--- config.mk ---
export PLATFORM = sky130hd
export DESIGN_NAME = cdb_arbiter
export DESIGN_NICKNAME = d
export VERILOG_FILES = /design/src/rtl/cdb_arbiter.sv
export SDC_FILE = /design/constraint.sdc
export NUM_CORES = 1
export LEC_CHECK = 0
export CORE_ASPECT_RATIO = 0.8
export CORE_MARGIN = 1
export CORE_UTILIZATION = 35
export CTS_CLUSTER_DIAMETER = 60
export DETAILED_ROUTE_END_ITERATION = 8
export DONT_BUFFER_PORTS = 1
export PLACE_DENSITY = 0.55
export RECOVER_POWER = 25
export SETUP_SLACK_MARGIN = 0.3
export SLEW_MARGIN = 20
export SYNTH_ARGS = -nofsm -noshare
export SYNTH_HDL_FRONTEND = slang
export SYNTH_SLANG_ARGS = --single-unit
--- constraint.sdc ---
create_clock -name clk_in -period 10.9 [get_ports clk_in]
set_clock_uncertainty 0.05 [all_clocks]
set_input_delay 2.18 -clock clk_in [delete_from_list [all_inputs] [get_ports clk_in]]
set_output_delay 2.18 -clock clk_in [all_outputs]
set_load 0.01 [all_outputs]
--- src/rtl/cdb_arbiter.sv ---
// cdb_arbiter: per-producer 2-entry result FIFOs feeding one registered
// common-data bus, granted round-robin; rob_clear flushes everything.
module cdb_arbiter #(
    parameter int NREQ  = 3,
    parameter int ROB_W = 4,
    localparam int SRC_W = (NREQ > 1) ? $clog2(NREQ) : 1
) (
    input  logic                  clk_in,
    input  logic                  rst_in,
    input  logic                  rdy_in,
    input  logic                  rob_clear,
    input  logic [NREQ-1:0]       req_valid,
    input  logic [NREQ*ROB_W-1:0] req_rob_id,
    input  logic [NREQ*32-1:0]    req_val,
    output logic [NREQ-1:0]       req_ready,
    output logic                  cdb_valid,
    output logic [ROB_W-1:0]      cdb_rob_id,
    output logic [31:0]           cdb_val,
    output logic [SRC_W-1:0]      cdb_src
);

    logic [ROB_W-1:0] r_fifoId  [NREQ][2];
    logic [31:0]      r_fifoVal [NREQ][2];
    logic [1:0]       r_count   [NREQ];
    logic             r_wrPtr   [NREQ];
    logic             r_rdPtr   [NREQ];
    logic [SRC_W-1:0] r_rrPtr;
    logic             r_cdbValid;
    logic [ROB_W-1:0] r_cdbRobId;
    logic [31:0]      r_cdbVal;
    logic [SRC_W-1:0] r_cdbSrc;

    logic [NREQ-1:0]  w_nonEmpty;
    logic [NREQ-1:0]  w_push;
    logic [NREQ-1:0]  w_pop;
    logic             w_found;
    logic [SRC_W-1:0] w_winner;

    // Ready looks only at the registered count, so a full FIFO stays closed
    // even in the cycle its head is being broadcast.
    always_comb begin
        for (int i = 0; i < NREQ; i++) begin
            w_nonEmpty[i] = (r_count[i] != 2'd0);
            req_ready[i]  = (r_count[i] != 2'd2) && !rob_clear;
            w_push[i]     = rdy_in && req_valid[i] && req_ready[i];
        end
    end

    // Scanning downward means the last hit is the first non-empty FIFO at or after rr_ptr.
    always_comb begin
        logic [SRC_W-1:0] idx;
        w_found  = 1'b0;
        w_winner = '0;
        idx      = '0;
        for (int k = NREQ - 1; k >= 0; k--) begin
            idx = SRC_W'((int'(r_rrPtr) + k) % NREQ);
            if (w_nonEmpty[idx]) begin
                w_found  = 1'b1;
                w_winner = idx;
            end
        end
        for (int i = 0; i < NREQ; i++) begin
            w_pop[i] = w_found && (w_winner == SRC_W'(i));
        end
    end

    always_ff @(posedge clk_in or posedge rst_in) begin
        if (rst_in) begin
            for (int i = 0; i < NREQ; i++) begin
                r_count[i] <= '0;
                r_wrPtr[i] <= 1'b0;
                r_rdPtr[i] <= 1'b0;
                for (int j = 0; j < 2; j++) begin
                    r_fifoId[i][j]  <= '0;
                    r_fifoVal[i][j] <= '0;
                end
            end
            r_rrPtr    <= '0;
            r_cdbValid <= 1'b0;
            r_cdbRobId <= '0;
            r_cdbVal   <= '0;
            r_cdbSrc   <= '0;
        end else if (rdy_in) begin
            if (rob_clear) begin
                for (int i = 0; i < NREQ; i++) begin
                    r_count[i] <= '0;
                    r_wrPtr[i] <= 1'b0;
                    r_rdPtr[i] <= 1'b0;
                end
                r_rrPtr    <= '0;
                r_cdbValid <= 1'b0;
            end else begin
                for (int i = 0; i < NREQ; i++) begin
                    if (w_push[i]) begin
                        r_fifoId[i][r_wrPtr[i]]  <= req_rob_id[i*ROB_W +: ROB_W];
                        r_fifoVal[i][r_wrPtr[i]] <= req_val[i*32 +: 32];
                        r_wrPtr[i]               <= ~r_wrPtr[i];
                    end
                    if (w_pop[i]) begin
                        r_rdPtr[i] <= ~r_rdPtr[i];
                    end
                    if (w_push[i] && !w_pop[i]) begin
                        r_count[i] <= r_count[i] + 2'd1;
                    end else if (!w_push[i] && w_pop[i]) begin
                        r_count[i] <= r_count[i] - 2'd1;
                    end
                end
                if (w_found) begin
                    r_cdbValid <= 1'b1;
                    r_cdbRobId <= r_fifoId[w_winner][r_rdPtr[w_winner]];
                    r_cdbVal   <= r_fifoVal[w_winner][r_rdPtr[w_winner]];
                    r_cdbSrc   <= w_winner;
                    r_rrPtr    <= (w_winner == SRC_W'(NREQ - 1)) ? '0 : w_winner + 1'b1;
                end else begin
                    r_cdbValid <= 1'b0;
                end
            end
        end
    end

    assign cdb_valid  = r_cdbValid;
    assign cdb_rob_id = r_cdbRobId;
    assign cdb_val    = r_cdbVal;
    assign cdb_src    = r_cdbSrc;

endmodule

# Word-level counts from Yosys, hierarchy flattened
# Cells that the tools add are included.
# Widths: inputs -> output; s select.
[word_totals] output_inout_bits=42 reg_bits=269
[op_classes] reduce_logical=56 order_cmp=11 n_div=3 n_bitwise=12 mux=65 addsub=9 eq_ne=5
[op_table] op="$bwmux 64" n=3
[op_table] op="$mux 32" n=6
[op_table] op="$bmux 64 s2" n=1
[op_table] op="$mux 64" n=2
[op_table] op="$demux 32 s1" n=3
[op_table] op="$mod 32x3->32 const B" n=2
[op_table] op="$mod 3x3->32 const B" n=1
[op_table] op="$bwmux 8" n=3
[op_table] op="$mux 2" n=12
[op_table] op="$mux 4" n=6
[op_table] op="$logic_and 1x1->1" n=21
[op_table] op="$reduce_and 2->1" n=10
[op_table] op="$reduce_bool 2->1" n=10
[op_table] op="$bmux 8 s2" n=1
[op_table] op="$mux 1" n=16
[op_table] op="$mux 8" n=2
[op_table] op="$demux 4 s1" n=3
[op_table] op="$reduce_and 3->1" n=4
[op_table] op="$lt 2x3->1 const B" n=3
[op_table] op="$reduce_bool 3->1" n=3
[op_table] op="$add 2x1->2 const B" n=4
[op_table] op="$bmux 1 s2" n=4
[op_table] op="$ge 2x2->1 const B" n=4
[op_table] op="$not 1->2" n=4
[op_table] op="other kinds (14)" n=33

# Depth between registers and ports, before layout
[depth] depth_word=15 mapped_depth=12

# Worst setup path before layout
# OpenSTA, ideal clock, no wires.
[synth_timing] kind="in2out" start="input rob_clear" end="output req_ready[0]" setup_slack_ns=5.841 cell_stages=3 required_ns=8.670 arrival_time_ns=2.829 path_cell_list="clkbuf_1 buf_1 a21oi_1"
[synth_between] elab_chain_len=2
[synth_lines] item="start, declared" line_no="11" rtl="input logic rob_clear,"
[synth_lines] item="$logic_not 1->1" line_no="44" rtl="req_ready[i] = (r_count[i] != 2'd2) && !rob_clear;"
[synth_lines] item="$logic_and 1x1->1" line_no="44"
[synth_lines] item="end, declared" line_no="15" rtl="output logic [NREQ-1:0] req_ready,"
# Every way passes these cells.

==> run summary <==
Mapped Cells: 1009
Worst-Margin Slew: 4.99 ns
initial antenna violation count: 0
CP cell instances: clkinvlp_2
Max Cap Viol: 2
Worst setup SP type: primary input
# IOs: 157
CP Class: in2async
Max H-tree Level: 1
number of cells on the critical path: 1
Max Fclk: 190 MHz
Critical-path top delay cell: clkinvlp_2
Most Used Layer, Global Route: met2
RSZ-0062 raised after global routing: no
synth-to-layout area growth: 10.5%
FFs w/ async S/R, synth: 100%
CTS tree: built
top-count cell post-synth: dfrtp_1
number of flops mapped to enable cells by yosys: 0
Die Span Y: 170 um
Final Hold Viols: 0
Commonest cells post-synth: dfrtp_1, mux2_2, nand2_1
die area: 35800 sq um
# DRC: 0
Hold Path Class: reg2reg
WP buf/inv: 1
post-place setup slack: 6.25 ns
R2R Setup Slk: 6.30 ns
Worst Setup End Kind: async pin
sequential-to-total area share from yosys stat: 54.8%
clk_lat worst skew: 0.58 ns
GRT Total Usage: 17.3%
FF-to-FF Start: r_rrPtr[0]
Clock Pin Slew Worst Setup and Hold Paths: 0.06 ns
# setup viols final: 0
area of the multi-input gates: 5120 sq um
Synth area leaders: dfrtp_1, mux2_2, nand2_1, a311oi_2, a221o_1
number of diodes: 0
Placer Congestion: 0.786
R2R depth: 8
vias in the first global route: 7921
CP max FO: 113
post-route ant nets: 0
global route total overflow: 0
Root Driver: clkbuf_16
register bit count reported by yosys: 269
die width: 211 um
routed vias/inst: 5.31
Slew Limit Fails: 187
post-synth top area cell: dfrtp_1
Routed WL: 30800 um
Worst EP arrival: 5.00 ns
failing checks: max-capacitance violations, max-slew violations
Distinct cells, synth: 56
top_reg_cell synth: dfrtp_1
Mapped Avg Cell Area: 12.2 sq um
final setup margin: 5.64 ns
met1 usage: 23.3%
Post-Syn Area: 12300 sq um
global-route wire length before repair: 47900 um
Layout Nets: 1097
hold buffer count at cts: 0
CTS resizes: 0
Worst path max stage delay: 2.73 ns
Sink Count: 269
Crit Reg-Reg Endpoint: r_count[1]
post-CTS setup buffer count: 0
share of cells above drive strength 1: 32.6%
Crit path required time: 10.64 ns
core area: 34100 sq um
Post-Syn Nets: 1126
CTS Buf Count: 31
status: finished, violations left
post-layout minimum cycle time: 5.26 ns
Vias: 7800
drt first-iter violations: 394
crit path to: cdb_src[0]
Synth top area share: 54.8%
crit share post-route: 48.3%
Yosys warning count: 0
top cell family by delay on the critical path: buffers and inverters
Slew headroom: -234%
initial core utilization: 36.0%
largest net degree at the start of global routing: 114
Fillers: 3351
Hold Slack: 0.434 ns
Worst VDD drop: 0.277 mV
IO Port Bufs: 0
total area of sequential cells: 6730 sq um
Final HPWL DP: 18600 um
CTS max path bufs: 3
Routed WL per cell: 20.9 um
Final TNS setup: 0 ns
DRT Pass-1 Iters: 4
cell row count: 60
routing usage on met3: 6.57%
worst setup path start: rst_in
GR Util met2: 26.7%
Leak: 0.00580 uW
pwr dens: 304 nW/um^2
==> cells in the final DEF, fill, tap and decap left out, types with 3 or more instances in the layout <==
master | Yosys | routed
xnor2_1 | 3 | 3
mux2_2 | 216 | 216
clkbuf_1 | 32 | 9
a311oi_2 | 30 | 30
dfrtp_1 | 269 | 269
nand4_1 | 3 | 3
clkbuf_16 | 0 | 31
inv_1 | 11 | 10
clkinv_2 | 0 | 9
buf_4 | 4 | 12
a31oi_1 | 39 | 39
clkbuf_8 | 0 | 3
a221o_1 | 36 | 36
o22ai_1 | 3 | 3
a21oi_1 | 13 | 13
nor2_1 | 80 | 80
nand3_1 | 4 | 4
o21ai_0 | 12 | 12
inv_6 | 0 | 3
nand2_1 | 156 | 154
a311oi_1 | 8 | 9
==> cell families after synthesis <==
logic type | share of synthesized area, %
fa+ha+maj | 0.204
compound gates | 12.6
mux | 19.8
xor+xnor | 0.357
buf+inv | 3.58
flops | 54.8
simple gates | 8.61
==> registers in the layout, summed over array words and instances (netlist names) <==
register / count
r_rrPtr: 2
cdb_rob_id: 4
cdb_valid: 1
r_wrPtr: 3
r_rdPtr: 3
r_fifoVal: 192
r_fifoId: 24
r_count: 6
cdb_val: 32
cdb_src: 2
==> how the worst min path moves through the flow <==
stage | start | slack [ns] | endpoint | cells past startpoint
2_1_floorplan | r_rdPtr[2] | 0.39 | r_rdPtr[2] | 1
5_1_grt | r_rdPtr[2] | 0.46 | r_rdPtr[2] | 1
3_5_place_dp | r_rdPtr[1] | 0.42 | r_rdPtr[1] | 1
3_3_place_gp | r_rdPtr[1] | 0.41 | r_rdPtr[1] | 1
6_report | r_rdPtr[1] | 0.43 | r_rdPtr[1] | 1
4_1_cts | r_rdPtr[1] | 0.43 | r_rdPtr[1] | 1
==> where the power goes <==
group	switching [uW]	internal, uW	leakage (uW)
Clock	429	571	0.000487
Sequential	290	1440	0.00332
Combinational	775	627	0.00199
==> layer usage <==
layer  wire length [um]  share of wire [%]  vias up
met5                  0                  0        -
met1              14000                 46     4017
met3               2720                8.8       34
met4                481                1.6        0
li1                   -                  -     3586
met2              13600                 44      163
==> cell type report <==
type                    instances  share of cell area, %
clock buffers                  42                   6.24
clock inverters                16                  0.986
inverters                      11                  0.313
multi-input cells             652                   37.7
flip-flops and latches        269                   49.6
well taps                     465                   4.29
repair buffers                 15                  0.857
==> through the flow <==
stage / power (uW) / instance area [sq um] / utilization, % / cells
after floorplan: 2850 / 12300 / - / 1009
after global placement: 3130 / 12600 / 37.0 / 1412
after detailed placement: 3160 / 12600 / 37.0 / 1412
after CTS: 4180 / 13600 / 39.9 / 1470
after global routing: 4420 / 13600 / 39.8 / 1470
final: 4130 / 13600 / 39.8 / 1470
(Power assumes the default switching activity.)
